===== config.mk =====
export PLATFORM = sky130hd
export DESIGN_NAME = conv_mac_seq
export DESIGN_NICKNAME = d
export VERILOG_FILES = /design/src/rtl/conv_mac_seq.sv
export SDC_FILE = /design/constraint.sdc
export NUM_CORES = 1
export LEC_CHECK = 0
export ABC_AREA = 1
export CORE_MARGIN = 2
export CORE_UTILIZATION = 30
export DETAILED_ROUTE_END_ITERATION = 10
export REMOVE_ABC_BUFFERS = 1
export SLEW_MARGIN = 20
export SYNTH_ARGS = -nofsm -noshare
export SYNTH_HDL_FRONTEND = slang
export SYNTH_SLANG_ARGS = --single-unit

===== constraint.sdc =====
create_clock -name clk -period 12.4 [get_ports clk]
set_clock_uncertainty 0.2 [all_clocks]
set_input_delay 2.48 -clock clk [delete_from_list [all_inputs] [get_ports clk]]
set_output_delay 2.48 -clock clk [all_outputs]
set_load 0.03 [all_outputs]

===== src/rtl/conv_mac_seq.sv =====
// Row-serial KxK convolution MAC: accepts one window plus its coefficient set, accumulates one kernel row per cycle,
// then rounds, shifts, optionally applies ReLU, saturates, and holds the result under valid/ready.
module conv_mac_seq #(
    parameter int K      = 3,
    parameter int DATA_W = 8,
    parameter int COEF_W = 8,
    parameter int OUT_W  = 16,
    parameter int SHIFT  = 0
) (
    input  logic                    clk,
    input  logic                    rst,
    input  logic                    win_valid,
    output logic                    win_ready,
    input  logic [K*K*DATA_W-1:0]   window_in,
    input  logic [K*K*COEF_W-1:0]   coef_in,
    input  logic                    relu_en,
    output logic                    shift_buffer,
    output logic [OUT_W-1:0]        result,
    output logic                    result_valid,
    input  logic                    result_ready,
    output logic                    busy
);

    localparam int ACC_W   = DATA_W + COEF_W + $clog2(K*K) + 1;
    localparam int PROD_W  = DATA_W + COEF_W + 1;
    localparam int ROW_W   = $clog2(K);
    localparam int SAT_W   = (ACC_W > OUT_W) ? ACC_W : OUT_W;
    localparam int RND_BIT = (SHIFT > 0) ? SHIFT - 1 : 0;

    localparam logic signed [ACC_W-1:0] RND     = (SHIFT > 0) ? (ACC_W'(1) << RND_BIT) : '0;
    localparam logic signed [SAT_W-1:0] SAT_MAX = SAT_W'({(OUT_W-1){1'b1}});
    localparam logic signed [SAT_W-1:0] SAT_MIN = ~SAT_MAX;

    typedef enum logic [1:0] {
        ST_IDLE,
        ST_ACCUM,
        ST_OUT
    } state_e;

    state_e                    state_q, state_d;
    logic [ROW_W-1:0]          row_q, row_d;
    logic signed [ACC_W-1:0]   acc_q, acc_d;
    logic [K*K*DATA_W-1:0]     win_q, win_d;
    logic [K*K*COEF_W-1:0]     coef_q, coef_d;
    logic                      relu_q, relu_d;
    logic [OUT_W-1:0]          result_q, result_d;
    logic                      result_valid_q, result_valid_d;
    logic                      shift_buffer_q, shift_buffer_d;

    logic [DATA_W-1:0]         pix;
    logic [COEF_W-1:0]         cf;
    logic signed [PROD_W-1:0]  pix_s, coef_s, prod;
    logic signed [ACC_W-1:0]   row_sum;
    logic signed [ACC_W-1:0]   rnd_sum, shifted, v;
    logic signed [SAT_W-1:0]   v_ext;
    logic [OUT_W-1:0]          res_sat;
    int unsigned               base;

    // Pixels are unsigned, so they enter the product with a zero sign bit.
    always_comb begin
        row_sum = '0;
        pix     = '0;
        cf      = '0;
        pix_s   = '0;
        coef_s  = '0;
        prod    = '0;
        base    = 0;
        for (int unsigned c = 0; c < K; c++) begin
            base    = 32'(row_q) * K + c;
            pix     = win_q[base*DATA_W +: DATA_W];
            cf      = coef_q[base*COEF_W +: COEF_W];
            pix_s   = {{(PROD_W-DATA_W){1'b0}}, pix};
            coef_s  = {{(PROD_W-COEF_W){cf[COEF_W-1]}}, cf};
            prod    = pix_s * coef_s;
            row_sum = row_sum + {{(ACC_W-PROD_W){prod[PROD_W-1]}}, prod};
        end
    end

    always_comb begin
        rnd_sum = acc_q + RND;
        shifted = rnd_sum >>> SHIFT;
        v       = shifted;
        if (relu_q && shifted[ACC_W-1]) begin
            v = '0;
        end
        v_ext = SAT_W'(v);
        if (v_ext > SAT_MAX) begin
            res_sat = {1'b0, {(OUT_W-1){1'b1}}};
        end else if (v_ext < SAT_MIN) begin
            res_sat = {1'b1, {(OUT_W-1){1'b0}}};
        end else begin
            res_sat = v_ext[OUT_W-1:0];
        end
    end

    always_comb begin
        state_d        = state_q;
        row_d          = row_q;
        acc_d          = acc_q;
        win_d          = win_q;
        coef_d         = coef_q;
        relu_d         = relu_q;
        result_d       = result_q;
        result_valid_d = result_valid_q;
        shift_buffer_d = 1'b0;
        win_ready      = 1'b0;
        case (state_q)
            ST_IDLE: begin
                win_ready = 1'b1;
                if (win_valid) begin
                    win_d          = window_in;
                    coef_d         = coef_in;
                    relu_d         = relu_en;
                    acc_d          = '0;
                    row_d          = '0;
                    shift_buffer_d = 1'b1;
                    state_d        = ST_ACCUM;
                end
            end
            ST_ACCUM: begin
                acc_d = acc_q + row_sum;
                row_d = row_q + ROW_W'(1);
                if (row_q == ROW_W'(K-1)) begin
                    row_d   = '0;
                    state_d = ST_OUT;
                end
            end
            ST_OUT: begin
                // First OUT cycle captures the final accumulator; afterwards hold until the handshake.
                if (!result_valid_q) begin
                    result_d       = res_sat;
                    result_valid_d = 1'b1;
                end else if (result_ready) begin
                    result_valid_d = 1'b0;
                    state_d        = ST_IDLE;
                end
            end
            default: begin
                state_d = ST_IDLE;
            end
        endcase
    end

    always_ff @(posedge clk or negedge rst) begin
        if (!rst) begin
            state_q        <= ST_IDLE;
            row_q          <= '0;
            acc_q          <= '0;
            win_q          <= '0;
            coef_q         <= '0;
            relu_q         <= 1'b0;
            result_q       <= '0;
            result_valid_q <= 1'b0;
            shift_buffer_q <= 1'b0;
        end else begin
            state_q        <= state_d;
            row_q          <= row_d;
            acc_q          <= acc_d;
            win_q          <= win_d;
            coef_q         <= coef_d;
            relu_q         <= relu_d;
            result_q       <= result_d;
            result_valid_q <= result_valid_d;
            shift_buffer_q <= shift_buffer_d;
        end
    end

    assign result       = result_q;
    assign result_valid = result_valid_q;
    assign shift_buffer = shift_buffer_q;
    assign busy         = (state_q != ST_IDLE);

endmodule

==> impl_metrics.csv <==
group,metric,value,unit
status,outcome,"completed",
timing,fin_crit_sh,60.06,%
drt,ant_nets,0,
synthesis,synth.top_cell.area_share,28.50,%
setup_path,worst_ep_required_time,12.62,ns
drt,wl,44880,um
timing,setup_tns,0,ns
die,rows,85,
synthesis,yosysWarnings,0,
synthesis,syn-instance-count,2050,
worst_hold_path,whs_path_depth,2,
drt,wl_per_cell,15.49,um
die,die_w,238.6,um
global_route,grt_pass1_wl,73480,um
worst_hold_path,holdCritPathClass,"register to register",
setup_path,endpoint_kind,"register",
setup_path,r2r_end,"acc_q[20]",
die,initial_core_util,30.50,%
synthesis,synth_area_leader_cell,"dfrtp_1",
synthesis,synth.distinct_cells,37,
synthesis,avgSynthCellArea,8.053,um2
clock_tree,postCtsSetupBuffers,0,
clock_tree,cts.sinks,188,
finish,mostFrequentLayoutCells,"nand2_1, inv_1, dfrtp_1, fa_1, clkdlybuf4s50_1",
clock_tree,clock_latency,0.49,ns
global_route,grt_use_total,16.72,%
drt,via_count,12970,
finish,fin_cells,2897,
timing,clock.fmax,134.3,MHz
setup_path,r2r_cells,28,
placement,io_buffers,168,
setup_path,worstSetupPathType,"register to register",
worst_hold_path,worstHoldStart,"win_q[19]",
global_route,grt_pass1_vias,13870,
global_route,antenna_found_initial,0,
clock_tree,clk_path_buf_depth,2,
timing,finalMaxSlewViolations,0,
timing,hold_viol_final,0,
clock_tree,cts_tree,"yes",
timing,period_minus_slack,7.447,ns
placement,gp_congestion,0.8468,
setup_path,cp_slowest_stage_delay,0.56,ns
clock_tree,holdBufCountCts,0,
die,die_h,238.6,um
clock_tree,cts_max_level,4,
drt,drc,0,
die,dieArea,56920,um2
setup_path,r2r-start,"row_q[1]",
drt,firstDrtPassIters,5,
global_route,grt_max_degree,82,
setup_path,worst-r2r-setup-slack,4.95,ns
setup_path,crit_path_frequent_cell,"nand2_1",
finish,final_nets,2650,
drt,viasPerCell,4.476,
timing,maxSlewHeadroom,31.65,%
timing,rsz0062_at_grt,"false",
clock_tree,clkSlewWorstSetupHoldPaths,0.08,ns
worst_hold_path,whs_endpoint,"win_q[19]",
setup_path,cp-start-kind,"register",
finish,drive_gt1_share,4.316,%
setup_path,cp_max_fo,36,
die,coreArea,54130,um2
placement,dpl.hpwl,35560,um
clock_tree,numCtsBuffers,17,
global_route,grt_overflow,0,
setup_path,arrival,7.67,ns
finish,final_common_cell,"nand2_1",
synthesis,synthArstFlopShare,100.0,%
setup_path,worst_path_max_delay_cell,"buf_4",
flow_run,cap_violations,0,
synthesis,syn-cell-area,16510,um2
timing,tightest_slew,1.024,ns
synthesis,synthTopCellsByArea,"dfrtp_1, fa_1, nand2_1, ha_1, inv_1",
die,io-pin-count,169,
finish,n_antenna_cell,0,
placement,post-place-cells,2865,
synthesis,synthFlopType,"dfrtp_1",
drt,first_iter_violations,569,
synthesis,ys_ff_latch,188,
clock_tree,cts_resized,0,
timing,setup_viol,0,
synthesis,yosysSeqAreaShare,28.50,%
finish,area_delta_synth_final,17.53,%
clock_tree,root_buffer,"clkbuf_16",
synthesis,synth_edf_count,0,
==> area by class of cell <==
cell class | instances | area [um2]
inverter | 416 | 1564
sequential | 188 | 4705
tap | 696 | 870.8
clock buffer | 20 | 446.7
timing repair buffer | 177 | 1753
clock inverter | 12 | 116.4
fill | 5559 | 34730
multi-input combinational | 1388 | 9947
==> metal layers <==
metal,vias up,routed length (um),global-route usage (%)
li1,6321,-,-
met1,6342,20090,21.39
met2,263,22010,28.89
met3,41,1847,3.060
met4,0,928,4.621
met5,-,0,0
==> critical path: cells and delay by family, from the launching register on <==
family,cells,cell delay (ns)
adders and majority gates,8,3.89
and+or+nand+nor,12,1.66
buffers and inverters,7,0.90
DFF,1,0.42
AOI/OAI and AO/OA,1,0.27
==> state kept, by name, summed over array words and instances, names as in the netlist <==
register and count:
acc_q 21, coef_q 72, relu_q 1, result 16, result_valid 1, row_q 2
shift_buffer 1, state_q 2, win_q 72
==> cells in the mapped netlist (4+ instances only) <==
cell       instances
inv_2             12
nand3_2           30
and2_1             5
buf_2             46
o21ai_0           16
nor2_1            44
xnor2_1            7
a21oi_1           17
a2bb2oi_1         15
clkbuf_1           4
nand3_1           31
a31oi_1           15
fa_1             185
buf_4              6
dfrtp_1          188
a22oi_1            7
nand2_1          856
nand3b_1           5
ha_1             128
nor3_1             5
inv_1            404
==> per-stage QoR <==
step / setup WS [ns] / instance area (um2) / hold WS [ns] / util, %
floorplan: 4.443 / 16200 / 0.2492 / -
global placement: 4.904 / 18840 / 0.2613 / 34.80
detailed placement: 4.869 / 18840 / 0.2651 / 34.80
CTS: 4.849 / 19400 / 0.2843 / 35.84
global route: 4.479 / 19400 / 0.3046 / 35.84
finish: 4.953 / 19400 / 0.2794 / 35.84
==> cells by family (layout without fill, tap and decap cells) <==
group / count (synthesis) / count (layout) / share of synthesized area, %
buffers and inverters: 474 / 625 / 11.31
adder cells (fa/ha/maj): 313 / 313 / 32.14
AO/OA/AOI/OAI: 82 / 82 / 3.396
flip-flops: 188 / 188 / 28.50
AND/OR/NAND/NOR: 984 / 984 / 24.19
XOR/XNOR: 9 / 9 / 0.4775
==> worst max-delay path by stage <==
| stage | startpoint | to | slack [ns] | cells past startpoint |
|---|---|---|---|---|
| after detailed placement | row_q[1] | acc_q[20] | 4.87 | 27 |
| after global routing | row_q[1] | acc_q[19] | 4.48 | 28 |
| after floorplan | win_valid | row_q[0] | 4.44 | 5 |
| after CTS | row_q[1] | acc_q[20] | 4.85 | 28 |
| final | row_q[1] | acc_q[20] | 4.95 | 28 |
| after global placement | row_q[1] | acc_q[20] | 4.90 | 28 |
Power is left out: the tool's default activity adds up to more than one toggle a clock period on the data nets, which glitch-free logic cannot reach.
